--- src/rtl/cpu_sequencer.sv ---
// Fetch/decode/execute/writeback sequencer: owns pc and ir, runs the instruction
// fetch handshake, and issues one-cycle execute and register-write strobes.
module cpu_sequencer #(
  parameter int                  INSTR_WIDTH = 16,
  parameter int                  PC_WIDTH    = 16,
  parameter logic [PC_WIDTH-1:0] RESET_PC    = '0
) (
  input  logic                   clk,
  input  logic                   rst_n,
  input  logic                   run,
  output logic                   imem_req,
  output logic [PC_WIDTH-1:0]    imem_addr,
  input  logic                   imem_ready,
  input  logic [INSTR_WIDTH-1:0] imem_data,
  output logic [INSTR_WIDTH-1:0] ir,
  input  logic                   dec_halt,
  input  logic                   dec_reg_write_en,
  input  logic                   branch_taken,
  input  logic [PC_WIDTH-1:0]    branch_target,
  output logic [PC_WIDTH-1:0]    pc,
  output logic                   alu_en,
  output logic                   reg_write,
  output logic                   halted,
  output logic [15:0]            retired,
  output logic [2:0]             dbg_state
);

  // Fetch handshake: imem_req and imem_addr are held stable while in FETCH; a cycle
  // with imem_req=1 and imem_ready=1 transfers imem_data into ir, and imem_ready
  // is ignored in every other state.
  typedef enum logic [2:0] {
    ST_IDLE      = 3'd0,
    ST_FETCH     = 3'd1,
    ST_DECODE    = 3'd2,
    ST_EXECUTE   = 3'd3,
    ST_WRITEBACK = 3'd4,
    ST_HALT      = 3'd5
  } state_e;

  state_e                  state_q, state_d;
  logic [PC_WIDTH-1:0]     pc_q, pc_d;
  logic [INSTR_WIDTH-1:0]  ir_q, ir_d;
  logic [15:0]             retired_q, retired_d;

  // State register; the async reset also clears imem_req since it is state-decoded.
  always_ff @(posedge clk or negedge rst_n) begin
    if (!rst_n) begin
      state_q   <= ST_IDLE;
      pc_q      <= RESET_PC;
      ir_q      <= '0;
      retired_q <= '0;
    end else begin
      state_q   <= state_d;
      pc_q      <= pc_d;
      ir_q      <= ir_d;
      retired_q <= retired_d;
    end
  end

  always_comb begin
    state_d = state_q;
    case (state_q)
      ST_IDLE:      if (run) state_d = ST_FETCH;
      ST_FETCH:     if (imem_ready) state_d = ST_DECODE;
      ST_DECODE:    state_d = dec_halt ? ST_HALT : ST_EXECUTE;
      ST_EXECUTE:   state_d = ST_WRITEBACK;
      ST_WRITEBACK: state_d = run ? ST_FETCH : ST_IDLE;
      ST_HALT:      state_d = ST_HALT;
      default:      state_d = ST_IDLE;
    endcase
  end

  // pc and retired only move in WRITEBACK, so a halted instruction keeps its address.
  always_comb begin
    pc_d      = pc_q;
    ir_d      = ir_q;
    retired_d = retired_q;
    if (state_q == ST_FETCH && imem_ready) begin
      ir_d = imem_data;
    end
    if (state_q == ST_WRITEBACK) begin
      pc_d      = branch_taken ? branch_target : pc_q + PC_WIDTH'(1);
      retired_d = retired_q + 16'd1;
    end
  end

  always_comb begin
    imem_req  = (state_q == ST_FETCH);
    alu_en    = (state_q == ST_EXECUTE);
    reg_write = (state_q == ST_WRITEBACK) && dec_reg_write_en;
    halted    = (state_q == ST_HALT);
  end

  assign imem_addr = pc_q;
  assign pc        = pc_q;
  assign ir        = ir_q;
  assign retired   = retired_q;
  assign dbg_state = state_q;

endmodule

--- config.mk ---
export PLATFORM = sky130hd
export DESIGN_NAME = cpu_sequencer
export DESIGN_NICKNAME = d
export VERILOG_FILES = /design/src/rtl/cpu_sequencer.sv
export SDC_FILE = /design/constraint.sdc
export NUM_CORES = 1
export LEC_CHECK = 0
export CORE_MARGIN = 8
export CORE_UTILIZATION = 25
export DETAILED_ROUTE_END_ITERATION = 8
export GPL_ROUTABILITY_DRIVEN = 0
export HOLD_SLACK_MARGIN = 0.02
export PLACE_DENSITY = 0.63
export SETUP_SLACK_MARGIN = 0.05
export SYNTH_ARGS = -nofsm -noshare
export SYNTH_HDL_FRONTEND = slang
export SYNTH_SLANG_ARGS = --single-unit
--- constraint.sdc ---
create_clock -name clk -period 1.9 [get_ports clk]
set_clock_uncertainty 0.05 [all_clocks]
set_input_delay 0.38 -clock clk [delete_from_list [all_inputs] [get_ports clk]]
set_output_delay 0.38 -clock clk [all_outputs]
set_load 0.01 [all_outputs]
## After elaboration in Yosys (flattened, before gate mapping)

Index checks and enable logic that the tools add are counted.

- Register bits after elaboration: 51
- Input port bits: 39
- Output and inout bits: 71

- Add/subtract/negate cells: 2
- Equal/unequal tests: 7
- Mux-type cells: 6
- Reduce and logical (&&, ||, !) cells: 4

Operator list:

| kind | number |
|---|---|
| adder 16 x 1 -> 16 bit (second input constant) | 2 |
| case mux 3 bit (6 select lines) | 1 |
| two-way mux 16 bit | 1 |
| two-way mux 3 bit | 3 |
| equality test 3 x 2 -> 1 bit (second input constant) | 2 |
| equality test 3 bit (second input constant) | 2 |
| equality test 3 x 1 -> 1 bit (second input constant) | 1 |
| zero test 3 bit | 1 |
| logical AND 1 bit | 2 |
| != test 2 x 1 -> 1 bit (second input constant) | 1 |
| != test 2 bit (second input constant) | 1 |
| AND reduction 2 bit | 1 |
| two-way mux 1 bit | 1 |

## Depth between registers and ports, before layout

- Depth in word-level cells: 3
- Gate-level depth with buffers: 7
- Gate-level depth less buffers: 5

## Least setup slack after synthesis

No wires, ideal clock.

- Kind: register to output
- Start: register state_q[1], in the netlist dbg_state[1]
- End: output reg_write
- Arrival time: 1.441 ns
- Data required time: 1.470 ns
- Slack: 0.029 ns
- Stages on the path, launching flop included: 5
- Buffers on the path: 2
- Path through: dfrtp_1 -> clkbuf_1 -> nor3b_1 -> clkbuf_1 -> and2_1

- Cells in the longest elaborated chain, start to end: 2

Ends and longest elaborated chain:

| element | RTL line | RTL |
|---|---|---|
| start, declared | 40 | `state_e state_q, state_d;` |
| start signal, assigned | 53 | `state_q <= state_d;` |
| equality test 3 bit | 90 | `reg_write = (state_q == ST_WRITEBACK) && dec_reg_write_en;` |
| logical AND 1 bit | 90 |  |
| end, declared | 22 | `output logic reg_write,` |

Every way passes these cells.

## Final worst setup path

- Start: register state_q[0], in the netlist dbg_state[0]
- End: output imem_req

- Cells in the longest elaborated chain, start to end: 1

Ends and longest elaborated chain:

| element | RTL line | RTL |
|---|---|---|
| equality test 3 x 1 -> 1 bit | 88 | `imem_req = (state_q == ST_FETCH);` |
| end, declared | 11 | `output logic imem_req,` |

Every way passes these cells.

==> results.cfg <==
[outcome]
outcome = complete, no violations

[floorplanning]
die_w_microns = 118.5
die-height_microns = 118.5
core_area_sq_um = 10280
start_util = 0.2558
die-area_sq_um = 14050
ios = 110
rows = 37

[global_routing]
grt_pass1_vias = 2425
grt_pass1_wl_microns = 12810
grt_overflow_total = 0
antenna_found_initial = 0
grt_usage = 0.1096
grt_max_degree = 52

[logic_synthesis]
synth_fp_nets = 299
synth-async-reset-ratio = 1.000
synth_cells = 258
ys_warn_count = 0
ys_ff_latch = 51
synth-main-ff-cell = dfrtp_1
yosysUniqueCellTypes = 44
synth_edf_count = 0
synth_area_leaders = dfrtp_1 49%, mux2_2 6.9%, buf_4 4.9%
avgSynthCellArea_sq_um = 10.19
netlist.top_cell.by_area = dfrtp_1
syn_area_sq_um = 2629
synth_top_area_frac = 0.4855
ys_seq_area_frac = 0.4855

[route]
dr_wl_met2_microns = 3487
wl_per_cell_microns = 15.37
wl_microns = 7592
viasPerCell = 4.654
drc = 0
wl_met1_microns = 3405
dr.max_layer_used = met4
vias = 2299
wl_met3_microns = 648
initialDrtViolationCount = 106
first_pass_iters = 4
postRouteAntennaNets = 0

[finish]
drive_above_1_share = 0.1592
n_antenna_cell = 0
layout_common_cells = 98 x clkdlybuf4s50_1, 41 x dfrtp_1, 20 x nand2_1
multi_input_area_sq_um = 1179
area_growth_pct = 51.07
fin_util = 0.3864
num-fill-cells = 1061
layout_commonest_cell = clkdlybuf4s50_1
final_area_sq_um = 3971
seqCellArea_sq_um = 1289
final_nets = 398

[clock_tree]
cts.sink_count = 51
clk_pin_slew_worst_paths_ps = 100
clock_path_buffers = 2
clock-root-buffer = clkbuf_8
tritoncts = done
cts_buffers = 5
h-tree-depth = 2
clkLatencyLatePin_ps = 300

[timing]
fin_crit_ps = 1797
finalCritPeriodShare = 0.9458
final_max_slew_viol_count = 0
slew_headroom = 0.7780
hold_viol_final = 0
worst_hold_slack_ps = 422.2
tightest_slew_ps = 330.5
setup_violations = 0
timing.setup.tns_ps = 0
timing.fmax_mhz = 556.5
rsz0062_at_grt = true

[placed_design]
portBuffers = 109
dp_hpwl_microns = 5663
dpl_cell_area_sq_um = 3821

[setup_path]
startpoint_type = flip-flop
cp.arrival_ps = 1370
critPathKind = flip-flop to primary output
path_max_fanout = 11
cp-end-kind = primary output
worstPathRequired_ps = 1470

[hold_path]
hp-class = flip-flop to flip-flop

[run]
maxCapViolations = 0

[power]
max-vdd-ir-drop_mv = 0.5094
power.density_nw_per_um2 = 1295
leakage_nw = 1.639
[through the flow]
stage               std cells  setup WS, ps  total power [mW]
finish                    494         102.9             5.144
global route              494         14.35             5.541
CTS                       494         52.52             5.230
detailed placement        483         2.976             4.490
global placement          483         2.742             4.444
floorplan                 258         103.1             3.105
[per-layer routing]
metal  up-vias  track usage
li1       1106            -
met2        70       0.1756
met5         -            0
met4         0      0.02055
met3         5      0.05140
met1      1118       0.1325
[state kept, by name, summed over array words and instances (netlist names)]
register / cells
imem_addr: 16
retired: 16
dbg_state: 3
ir: 16
[cell families after synthesis]
logic type,after synthesis,synth area share
flops,51,0.4855
mux,17,0.07235
compound gates,48,0.1133
simple gates,90,0.1909
xor+xnor,15,0.04997
buf+inv,35,0.07853
fa+ha+maj,2,0.009518
[synthesized netlist by cell type (all sizes together) (2+ instances only)]
| cell type | number |
|---|---|
| inv | 3 |
| mux2 | 16 |
| o22ai | 2 |
| nor2 | 14 |
| nor4 | 3 |
| and3b | 2 |
| o21ai | 15 |
| ha | 2 |
| nand4 | 7 |
| a31oi | 5 |
| nor3 | 10 |
| nand3 | 15 |
| xnor2 | 10 |
| nand3b | 2 |
| nor3b | 3 |
| dfrtp | 51 |
| and4 | 2 |
| a211oi | 3 |
| o21bai | 2 |
| buf | 21 |
| a211o | 2 |
| and3 | 7 |
| a21oi | 11 |
| xor2 | 5 |
| nand2 | 20 |
| clkbuf | 10 |
[final cells by class]
class	instances	share of cell area
clock buffers	7	0.02426
clock inverters	1	0.001890
inverters	4	0.003781
multi-input cells	172	0.2968
flip-flops and latches	51	0.3245
well taps	136	0.04285
repair buffers	123	0.3059
[critical path, stage by stage (launching register included)]
cell and delay, ps:
dfrtp_1 400, buf_4 140, buf_4 150, nor3b_2 150, clkdlybuf4s15_1 220
[final timing paths]
| kind | startpoint | to | slack (ps) | cells past startpoint |
|---|---|---|---|---|
| setup / recovery | dbg_state[0] | imem_req | 100 | 4 |
| hold / removal | retired[15] | retired[15] | 420 | 1 |
| setup reg to reg | dbg_state[2] | ir[15] | 180 | 5 |
| hold reg to reg | retired[15] | retired[15] | 420 | 1 |
| max in group asynchronous | rst_n | imem_addr[7] | 980 | 3 |
| min in group asynchronous | rst_n | ir[7] | 550 | 3 |
[report_power, final]
group	total (mW)	internal (mW)	switching [mW]
logic	2.53	1.49	1.03
registers	1.92	1.49	0.431
clock network	0.700	0.332	0.368
total	5.14	3.31	1.83
[timing repair]
item,in CTS,in global routing
pin swaps,2,0
endpoints found under the hold margin,47,0
gates cloned,0,0
endpoints found under the setup margin,22,15
hold buffers,1,0
gates resized for setup,19,11
setup buffers,2,0
Power figures use the tool's default switching activity.
